$ cat src/rtl/seq_divider_32bit_pkg.sv
// Shared types and sizing helpers for the sequential restoring divider.
package seq_div_pkg;

    localparam int unsigned WIDTH_DEF = 32;

    typedef enum logic [1:0] {
        S_IDLE,
        S_BUSY,
        S_DONE
    } state_t;

    function automatic int unsigned cnt_width(input int unsigned w);
        return (w <= 1) ? 1 : $clog2(w);
    endfunction

endpackage

$ cat src/rtl/seq_divider_32bit_if.sv
// Request/response bundle between the EX stage (master) and the divider (slave).
interface seq_divider_32bit_if #(parameter int unsigned WIDTH = seq_div_pkg::WIDTH_DEF);

    logic             start;
    logic             is_signed;
    logic [WIDTH-1:0] dividend;
    logic [WIDTH-1:0] divisor;
    logic             busy;
    logic             done;
    logic [WIDTH-1:0] quotient;
    logic [WIDTH-1:0] remainder;
    logic             div_zero;

    modport master (
        output start, is_signed, dividend, divisor,
        input  busy, done, quotient, remainder, div_zero
    );

    modport slave (
        input  start, is_signed, dividend, divisor,
        output busy, done, quotient, remainder, div_zero
    );

endinterface

$ cat src/rtl/seq_divider_32bit_div_step.sv
// One restoring-division step: shift in next dividend bit, trial subtract, restore on borrow.
module div_step #(
    parameter int unsigned WIDTH = 32
) (
    input  logic [WIDTH-1:0] i_rem,
    input  logic [WIDTH-1:0] i_quo,
    input  logic [WIDTH-1:0] i_div,
    output logic [WIDTH-1:0] o_rem,
    output logic [WIDTH-1:0] o_quo
);

    logic [WIDTH:0]   w_sh;
    logic [WIDTH-1:0] w_diff_lo;
    logic             w_diff_unused;
    logic             w_borrow;

    always_comb begin
        w_sh = {i_rem, i_quo[WIDTH-1]};
        {w_borrow, w_diff_unused, w_diff_lo} = {1'b0, w_sh} - {2'b00, i_div};
        o_rem = w_borrow ? w_sh[WIDTH-1:0] : w_diff_lo;
        o_quo = {i_quo[WIDTH-2:0], ~w_borrow};
    end

endmodule

$ cat src/rtl/seq_divider_32bit.sv
// Multi-cycle restoring divider, WIDTH+1 cycle fixed latency.
// Define SEQ_DIV_SIGNED_EN to honour is_signed (two's complement DIV); otherwise unsigned only.
module seq_divider_32bit
    import seq_div_pkg::*;
#(
    parameter int unsigned WIDTH = WIDTH_DEF
) (
    input  logic                clk,
    input  logic                reset,
    seq_divider_32bit_if.slave  bus
);

    localparam int unsigned CW = cnt_width(WIDTH);

    state_t           r_state;
    logic [CW-1:0]    r_cnt;
    logic [WIDTH-1:0] r_rem;
    logic [WIDTH-1:0] r_quo;
    logic [WIDTH-1:0] r_div;
    logic             r_zero;
    logic             r_busy;
    logic             r_done;
    logic [WIDTH-1:0] r_quotient;
    logic [WIDTH-1:0] r_remainder;
    logic             r_div_zero;

    logic [WIDTH-1:0] w_a_mag;
    logic [WIDTH-1:0] w_b_mag;
    logic [WIDTH-1:0] w_q_fix;
    logic [WIDTH-1:0] w_r_fix;
    logic [WIDTH-1:0] w_rem_next;
    logic [WIDTH-1:0] w_quo_next;

`ifdef SEQ_DIV_SIGNED_EN
    logic r_neg_q;
    logic r_neg_r;
    logic w_sa;
    logic w_sb;

    // Divide magnitudes; signs are reapplied on the done edge (truncate toward zero).
    always_comb begin
        w_sa    = bus.is_signed & bus.dividend[WIDTH-1];
        w_sb    = bus.is_signed & bus.divisor[WIDTH-1];
        w_a_mag = w_sa ? (~bus.dividend + 1'b1) : bus.dividend;
        w_b_mag = w_sb ? (~bus.divisor + 1'b1) : bus.divisor;
        w_q_fix = r_zero ? '1 : (r_neg_q ? (~r_quo + 1'b1) : r_quo);
        w_r_fix = r_neg_r ? (~r_rem + 1'b1) : r_rem;
    end
`else
    logic w_unused_is_signed;

    // Divide-by-zero falls out of the restoring loop: quo=all ones, rem=dividend.
    always_comb begin
        w_unused_is_signed = bus.is_signed;
        w_a_mag            = bus.dividend;
        w_b_mag            = bus.divisor;
        w_q_fix            = r_quo;
        w_r_fix            = r_rem;
    end
`endif

    div_step #(.WIDTH(WIDTH)) u_step (
        .i_rem (r_rem),
        .i_quo (r_quo),
        .i_div (r_div),
        .o_rem (w_rem_next),
        .o_quo (w_quo_next)
    );

    always_ff @(posedge clk) begin
        if (reset) begin
            r_state     <= S_IDLE;
            r_cnt       <= '0;
            r_rem       <= '0;
            r_quo       <= '0;
            r_div       <= '0;
            r_zero      <= 1'b0;
            r_busy      <= 1'b0;
            r_done      <= 1'b0;
            r_quotient  <= '0;
            r_remainder <= '0;
            r_div_zero  <= 1'b0;
`ifdef SEQ_DIV_SIGNED_EN
            r_neg_q     <= 1'b0;
            r_neg_r     <= 1'b0;
`endif
        end else begin
            r_done <= 1'b0;
            case (r_state)
                S_IDLE, S_DONE: begin
                    if (r_state == S_DONE) begin
                        r_quotient  <= w_q_fix;
                        r_remainder <= w_r_fix;
                        r_div_zero  <= r_zero;
                        r_done      <= 1'b1;
                    end
                    if (bus.start) begin
                        r_rem   <= '0;
                        r_quo   <= w_a_mag;
                        r_div   <= w_b_mag;
                        r_zero  <= (bus.divisor == '0);
                        r_cnt   <= '0;
`ifdef SEQ_DIV_SIGNED_EN
                        r_neg_q <= w_sa ^ w_sb;
                        r_neg_r <= w_sa;
`endif
                        r_state <= S_BUSY;
                        r_busy  <= 1'b1;
                    end else begin
                        r_state <= S_IDLE;
                        r_busy  <= 1'b0;
                    end
                end
                S_BUSY: begin
                    r_rem <= w_rem_next;
                    r_quo <= w_quo_next;
                    r_cnt <= r_cnt + 1'b1;
                    if (r_cnt == CW'(WIDTH - 1)) begin
                        r_state <= S_DONE;
                        r_busy  <= 1'b0;
                    end
                end
                default: begin
                    r_state <= S_IDLE;
                    r_busy  <= 1'b0;
                end
            endcase
        end
    end

    assign bus.busy      = r_busy;
    assign bus.done      = r_done;
    assign bus.quotient  = r_quotient;
    assign bus.remainder = r_remainder;
    assign bus.div_zero  = r_div_zero;

endmodule

$ cat src/flat_wrapper.sv
// flat-port wrapper written by rule: the top's interface ports become plain ports
module seq_divider_32bit_flat import seq_div_pkg::*;
#(
    parameter int unsigned WIDTH = WIDTH_DEF
)
  (clk, reset, bus_start, bus_is_signed, bus_dividend, bus_divisor, bus_busy, bus_done, bus_quotient, bus_remainder, bus_div_zero);
  seq_divider_32bit_if #(.WIDTH(WIDTH)) bus_i ();
  input  logic clk;
  input  logic reset;
  input wire logic [$bits(bus_i.start)-1:0] bus_start;
  input wire logic [$bits(bus_i.is_signed)-1:0] bus_is_signed;
  input wire logic [$bits(bus_i.dividend)-1:0] bus_dividend;
  input wire logic [$bits(bus_i.divisor)-1:0] bus_divisor;
  output wire logic [$bits(bus_i.busy)-1:0] bus_busy;
  output wire logic [$bits(bus_i.done)-1:0] bus_done;
  output wire logic [$bits(bus_i.quotient)-1:0] bus_quotient;
  output wire logic [$bits(bus_i.remainder)-1:0] bus_remainder;
  output wire logic [$bits(bus_i.div_zero)-1:0] bus_div_zero;
  assign bus_i.start = bus_start;
  assign bus_i.is_signed = bus_is_signed;
  assign bus_i.dividend = bus_dividend;
  assign bus_i.divisor = bus_divisor;
  assign bus_busy = bus_i.busy;
  assign bus_done = bus_i.done;
  assign bus_quotient = bus_i.quotient;
  assign bus_remainder = bus_i.remainder;
  assign bus_div_zero = bus_i.div_zero;
  seq_divider_32bit #(.WIDTH(WIDTH)) u_core (.clk(clk), .reset(reset), .bus(bus_i));
endmodule
$ cat config.mk
export PLATFORM = sky130hd
export DESIGN_NAME = seq_divider_32bit_flat
export DESIGN_NICKNAME = d
export VERILOG_FILES = /design/src/rtl/seq_divider_32bit_pkg.sv /design/src/rtl/seq_divider_32bit_if.sv /design/src/rtl/seq_divider_32bit_div_step.sv /design/src/rtl/seq_divider_32bit.sv /design/src/flat_wrapper.sv
export SDC_FILE = /design/constraint.sdc
export NUM_CORES = 1
export LEC_CHECK = 0
export CELL_PAD_IN_SITES_DETAIL_PLACEMENT = 1
export CELL_PAD_IN_SITES_GLOBAL_PLACEMENT = 1
export CORE_MARGIN = 4
export CORE_UTILIZATION = 25
export DETAILED_ROUTE_END_ITERATION = 10
export GPL_TIMING_DRIVEN = 0
export HOLD_SLACK_MARGIN = 0.03
export PLACE_DENSITY_LB_ADDON = 0.1
export SYNTH_ARGS = -nofsm -noshare
export SYNTH_HDL_FRONTEND = slang
export SYNTH_HIERARCHICAL = 1
export SYNTH_SLANG_ARGS = --single-unit
export TNS_END_PERCENT = 1
$ cat constraint.sdc
create_clock -name clk -period 3.6 [get_ports clk]
set_input_delay 0.9 -clock clk [delete_from_list [all_inputs] [get_ports clk]]
set_output_delay 0.9 -clock clk [all_outputs]
set_load 0.03 [all_outputs]
Word-level counts from Yosys, hierarchy flattened
Cells that the tools add are included.
{ "totals": {"ff_bits": 171, "inputBits": 68, "output_inout_bits": 67, "word_cells": 42} }
{ "op_classes": {"addsub": 2, "n_eq_ne": 5, "muxes": 14, "bitwise_logic": 2, "n_reduce_logical": 8} }
{ "op_table": {"columns": ["op", "n"], "rows": [
  ["case mux 32 bit (2 select lines)", 2],
  ["two-way mux 32 bit", 3],
  ["subtractor 33 x 32 -> 34 bit", 1],
  ["logical NOT 32 bit", 1],
  ["case mux 5 bit (2 select lines)", 1],
  ["AND reduction 2 bit", 3],
  ["adder 5 x 1 -> 5 bit (second input constant)", 1],
  ["== test 5 bit (second input constant)", 1],
  ["two-way mux 5 bit", 1],
  ["two-way mux 1 bit", 4],
  ["case mux 2 bit (2 select lines)", 1],
  ["OR reduction 2 bit", 2],
  ["== test 2 x 1 -> 1 bit (second input constant)", 1],
  ["== test 2 bit (second input constant)", 1],
  ["logical NOT 2 bit", 1],
  ["two-way mux 2 bit", 1],
  ["!= test 2 x 1 -> 1 bit (second input constant)", 1],
  ["!= test 2 bit (second input constant)", 1],
  ["NOT 1 bit", 2],
  ["case mux 1 bit (2 select lines)", 1],
  ["nonzero test 2 bit", 1]
]} }

Longest topological paths before layout
{ "logic_depth": {"ltp_word": 4, "mapped_depth": 13, "ltp_nobuf": 12} }

Modules after synthesis
Netlist, hierarchy kept.
{ "by_module_without_submodules": {"columns": ["mod", "n_inst", "cells_per_inst", "area_per_inst_um2", "seq_area_each_um2"], "rows": [
  ["seq_divider_32bit", 1, 723, 6118.4, 3403.3],
  ["div_step", 1, 404, 2662.6, 0.0]
]} }

Worst setup path after synthesis
OpenSTA, ideal clock, no wires.
{ "synth_path": {"path_kind": "reg2reg", "startpoint": "reg u_core.r_quo[31]", "endpoint": "reg u_core.r_rem[22]", "setup_ns": 0.117, "arrival_time_ns": 2.394, "t_required_ns": 3.483, "path_slack_ns": 1.089, "path_stages_with_launch": 13, "path_buffers": 0, "synth_period_minus_slack_ns": 2.511, "path_cell_list": "dfxtp_1 inv_1 ha_1 inv_1 fa_1 a21o_1 a31oi_4 nor3_2 a31oi_2 o21a_2 xnor2_1 mux2_4 a22o_1"} }
{ "synth_via": {"elab_chain_len": 3} }
{ "synth_lines": {"columns": ["element", "line_no", "source"], "rows": [
  ["from (decl)", "seq_divider_32bit.sv:18", "logic [WIDTH-1:0] r_quo;"],
  ["from (signal assigned)", "seq_divider_32bit.sv:99", "r_quo <= w_a_mag;"],
  ["from (signal assigned)", "seq_divider_32bit.sv:116", "r_quo <= w_quo_next;"],
  ["subtractor 33 x 32 -> 34 bit", "seq_divider_32bit_div_step.sv:19", "{w_borrow, w_diff_unused, w_diff_lo} = {1'b0, w_sh} - {2'b00, i_div};"],
  ["two-way mux 32 bit", "seq_divider_32bit_div_step.sv:20", "o_rem = w_borrow ? w_sh[WIDTH-1:0] : w_diff_lo;"],
  ["via u_core.w_rem_next[22]", "seq_divider_32bit.sv:31", "logic [WIDTH-1:0] w_rem_next;"],
  ["case mux 32 bit (2 select lines)", "seq_divider_32bit.sv:89", "case (r_state)"],
  ["to (signal assigned)", "seq_divider_32bit.sv:115", "r_rem <= w_rem_next;"],
  ["to (decl)", "seq_divider_32bit.sv:17", "logic [WIDTH-1:0] r_rem;"]
]} }
The timed path passes the listed nets, and every way through them passes these cells.
A chain may end at the register's enable or synchronous reset.

Final worst setup path
{ "layout_path": {"startpoint": "reg u_core.r_rem[0]", "endpoint": "reg u_core.r_rem[18]"} }
{ "layout_via": {"elab_chain_len": 3} }
{ "layout_lines": {"columns": ["element", "line_no"], "rows": [
  ["subtractor 33 x 32 -> 34 bit", "seq_divider_32bit_div_step.sv:19"],
  ["two-way mux 32 bit", "seq_divider_32bit_div_step.sv:20"],
  ["via u_core.w_rem_next[18]", "seq_divider_32bit.sv:31"],
  ["case mux 32 bit (2 select lines)", "seq_divider_32bit.sv:89"]
]} }
The timed path passes the listed nets, and every way through them passes these cells.

==> reports/metrics.yaml <==
drive_gt1_share_pct: 11.17
placed_cells: 1715
rsz0062_at_grt: "false"
avgSynthCellArea_um2: 7.791
synth_xor_area_share_pct: 2.194
io_pins: 135
cts_sinks: 170
synthAdderAreaFrac_pct: 5.073
clkLatencyLatePin_ns: 0.44
max_freq_ghz: 0.3216
endpoint_kind: "flip-flop"
finalHoldViolations: 0
stdcell_count: 1744
clk_pin_slew_ns: 0.07
grt_pass1_vias: 8455
grt.total_usage_pct: 16.37
crit_fanout: 10
met3WireLength_um: 655
clockRootBuffer: "clkbuf_16"
start_util_pct: 25.36
viasPerCell: 4.705
hold_class: "flip-flop to flip-flop"
yosys.area_share.simple_pct: 20.83
ys_seq_area_share_pct: 38.76
fin_area_mm2: 0.01123
maxSlewHeadroom_pct: 23.67
leakagePower_nw: 4.275
port_buffers: 133
fin_ws_ns: 0.4901
min_period_over_period_pct: 86.39
cts_tree: "done"
final.setup.tns_ns: 0
area_delta_synth_final_pct: 27.90
synth_edf_count: 0
power_density_mw_per_mm2: 864.8
top_layer: "met4"
cp.arrival_ns: 3.44
synth_area_mm2: 0.008781
fin_nets: 1382
grt_overflow: 0
muxShareOfSynthArea_pct: 0.5985
ant_nets: 0
routedWlPerCell_um: 18.17
detailed_place.area_mm2: 0.01068
grt_max_degree: 17
cts-hold-fix-buffers: 0
final_core_util_pct: 32.43
ys_types: 68
n_antenna_cell: 0
status: "finished clean"
crit_required_ns: 3.93
die_y_um: 195.4
drc: 0
met1_length_mm: 15.83
drt_iter0_drc: 357
synth.net_count: 1230
fin_worst_skew_ns: 0.009943
row_count: 68
grt_pass1_wl_mm: 49.29
met2_length_mm: 14.86
ys_ff_latch: 170
p_total_mw: 9.712
final_max_slew_viol_count: 0
vdd_ir_drop_max_uv: 379.3
drt_wl_total_mm: 31.68
ys_warn_count: 6
synth-compound-area-share_pct: 23.51
cts.repair.resized: 0
critical_path_class: "flip-flop to flip-flop"
gp_congestion: 0.8112
vias: 8206
period_needed_ns: 3.110
antenna_found_initial: 0
ys.flop_type: "dfxtp_1"
pre_cts_slack_ns: 0.1772
worst_slew_pin_slew_ns: 1.135
critPathLaunchType: "flip-flop"
async_flop_share_pct: 0
numCtsBuffers: 17
clockBufferDepth: 2
setup_viol: 0
die_area_mm2: 0.03819
holdWs_ns: 0.4536
max_cap_viol_count: 0
die_w_um: 195.4
coreArea_mm2: 0.03463
post_cts_buffers: 0
first_pass_iters: 4
synth_top_family_by_area: "compound AO/OA/AOI/OAI gates"
cts.htree.levels: 4
dp_hpwl_mm: 24.21
synthCells: 1127
-- cells in the final DEF, fill, tap and decap left out, drive strengths merged, types with 4 or more instances in the layout --
cell type,synthesis,layout
nand2,311,311
dfxtp,170,170
a21oi,134,134
clkdlybuf4s50,0,133
buf,93,93
nor2,68,68
inv,44,47
o21ai,41,41
a22o,34,34
ha,34,34
a311oi,33,33
clkbuf,10,31
a21o,14,14
xnor2,13,13
nand3,10,10
xor2,9,9
a31oi,9,9
nor3,9,9
nor4,7,7
nor2b,6,6
and3,6,6
o31ai,6,6
nand4,5,5
nand2b,5,5
o21a,5,5
a211oi,5,5
o211ai,4,4
o21bai,4,4
or2,4,4
mux2,4,4
-- report_power, final --
part           internal, mW  switching, mW  leakage, nW  total [mW]
Clock                 0.987          0.826        0.262        1.81
Combinational          2.26           3.36         2.63        5.62
Sequential             2.08          0.205         1.38        2.28
Total                  5.32           4.39         4.27        9.71
-- layout make-up --
type / instances / area (um2)
Fill cell: 4145 / 23400
Multi-Input combinational cell: 810 / 4584
Sequential cell: 170 / 3403
Timing Repair Buffer: 133 / 1331
Buffer: 103 / 628.1
Tap cell: 455 / 569.3
Clock buffer: 21 / 460.4
Inverter: 44 / 165.2
Clock inverter: 8 / 88.84
-- path summary, 6_finish.rpt --
| path | startpoint | endpoint | slack, ns | cells after the start |
|---|---|---|---|---|
| worst max-delay path | u_core/r_rem[0] | u_core/r_rem[18] | 0.49 | 9 |
| worst min-delay path | u_core/bus.remainder[23] | u_core/bus.remainder[23] | 0.45 | 2 |
| worst max register to register | u_core/r_rem[0] | u_core/r_rem[18] | 0.49 | 9 |
| worst min register to register | u_core/bus.remainder[23] | u_core/bus.remainder[23] | 0.45 | 2 |
-- routing by layer --
metal / track usage [%] / vias up
li1: - / 4149
met1: 22.71 / 3954
met2: 26.92 / 85
met3: 2.415 / 18
met4: 3.827 / 0
met5: 0 / -
-- cell usage after synthesis, types with 4 or more instances --
master    count  share of area [%]
a21oi_1     131                7.5
buf_6         7               0.90
nor4_1        7               0.50
inv_1        42                1.8
ha_1         34                4.8
a22o_1       34                3.4
dfxtp_1     170                 39
a311oi_1     32                3.2
xnor2_1      13                1.3
a21o_1       12                1.0
o21bai_1      4               0.34
buf_2        46                2.6
nor2b_1       6               0.43
nand2b_1      5               0.36
nor2_1       66                2.8
nand2_1     311                 13
o21a_1        4               0.34
o21ai_0      38                2.2
clkbuf_1     10               0.43
o211ai_1      4               0.34
nor3_1        6               0.34
buf_1         5               0.21
a31oi_1       7               0.50
nand3_1      10               0.57
xor2_1        9               0.90
and3_1        6               0.43
nand4_1       5               0.36
o31ai_1       5               0.43
buf_4        35                3.0
-- worst max-delay path, stage by stage, from the launching register on --
cell and delay, ns:
dfxtp_1 0.43, ha_1 0.26, nor2b_1 0.14, o2111a_1 0.26
o21ai_1 0.41, a311oi_2 0.19, nor3_4 0.25, clkbuf_1 0.58
o21ai_0 0.23, a22o_1 0.24
-- registers in the layout (all words and copies together) (netlist names), 2 cells and up --
| signal | cells |
|---|---|
| u_core/r_rem | 32 |
| u_core/r_div | 32 |
| u_core/bus.remainder | 32 |
| u_core/r_state | 2 |
| u_core/r_cnt | 5 |
| u_core/bus.quotient | 32 |
| u_core/r_quo | 32 |
-- cell families after synthesis --
logic type / Yosys count
AO/OA/AOI/OAI: 309
XOR/XNOR: 22
adder cells (fa/ha/maj): 35
buffers and inverters: 147
flip-flops: 170
multiplexers: 4
AND/OR/NAND/NOR: 440
Note: power is estimated with default switching activity, not from simulation.
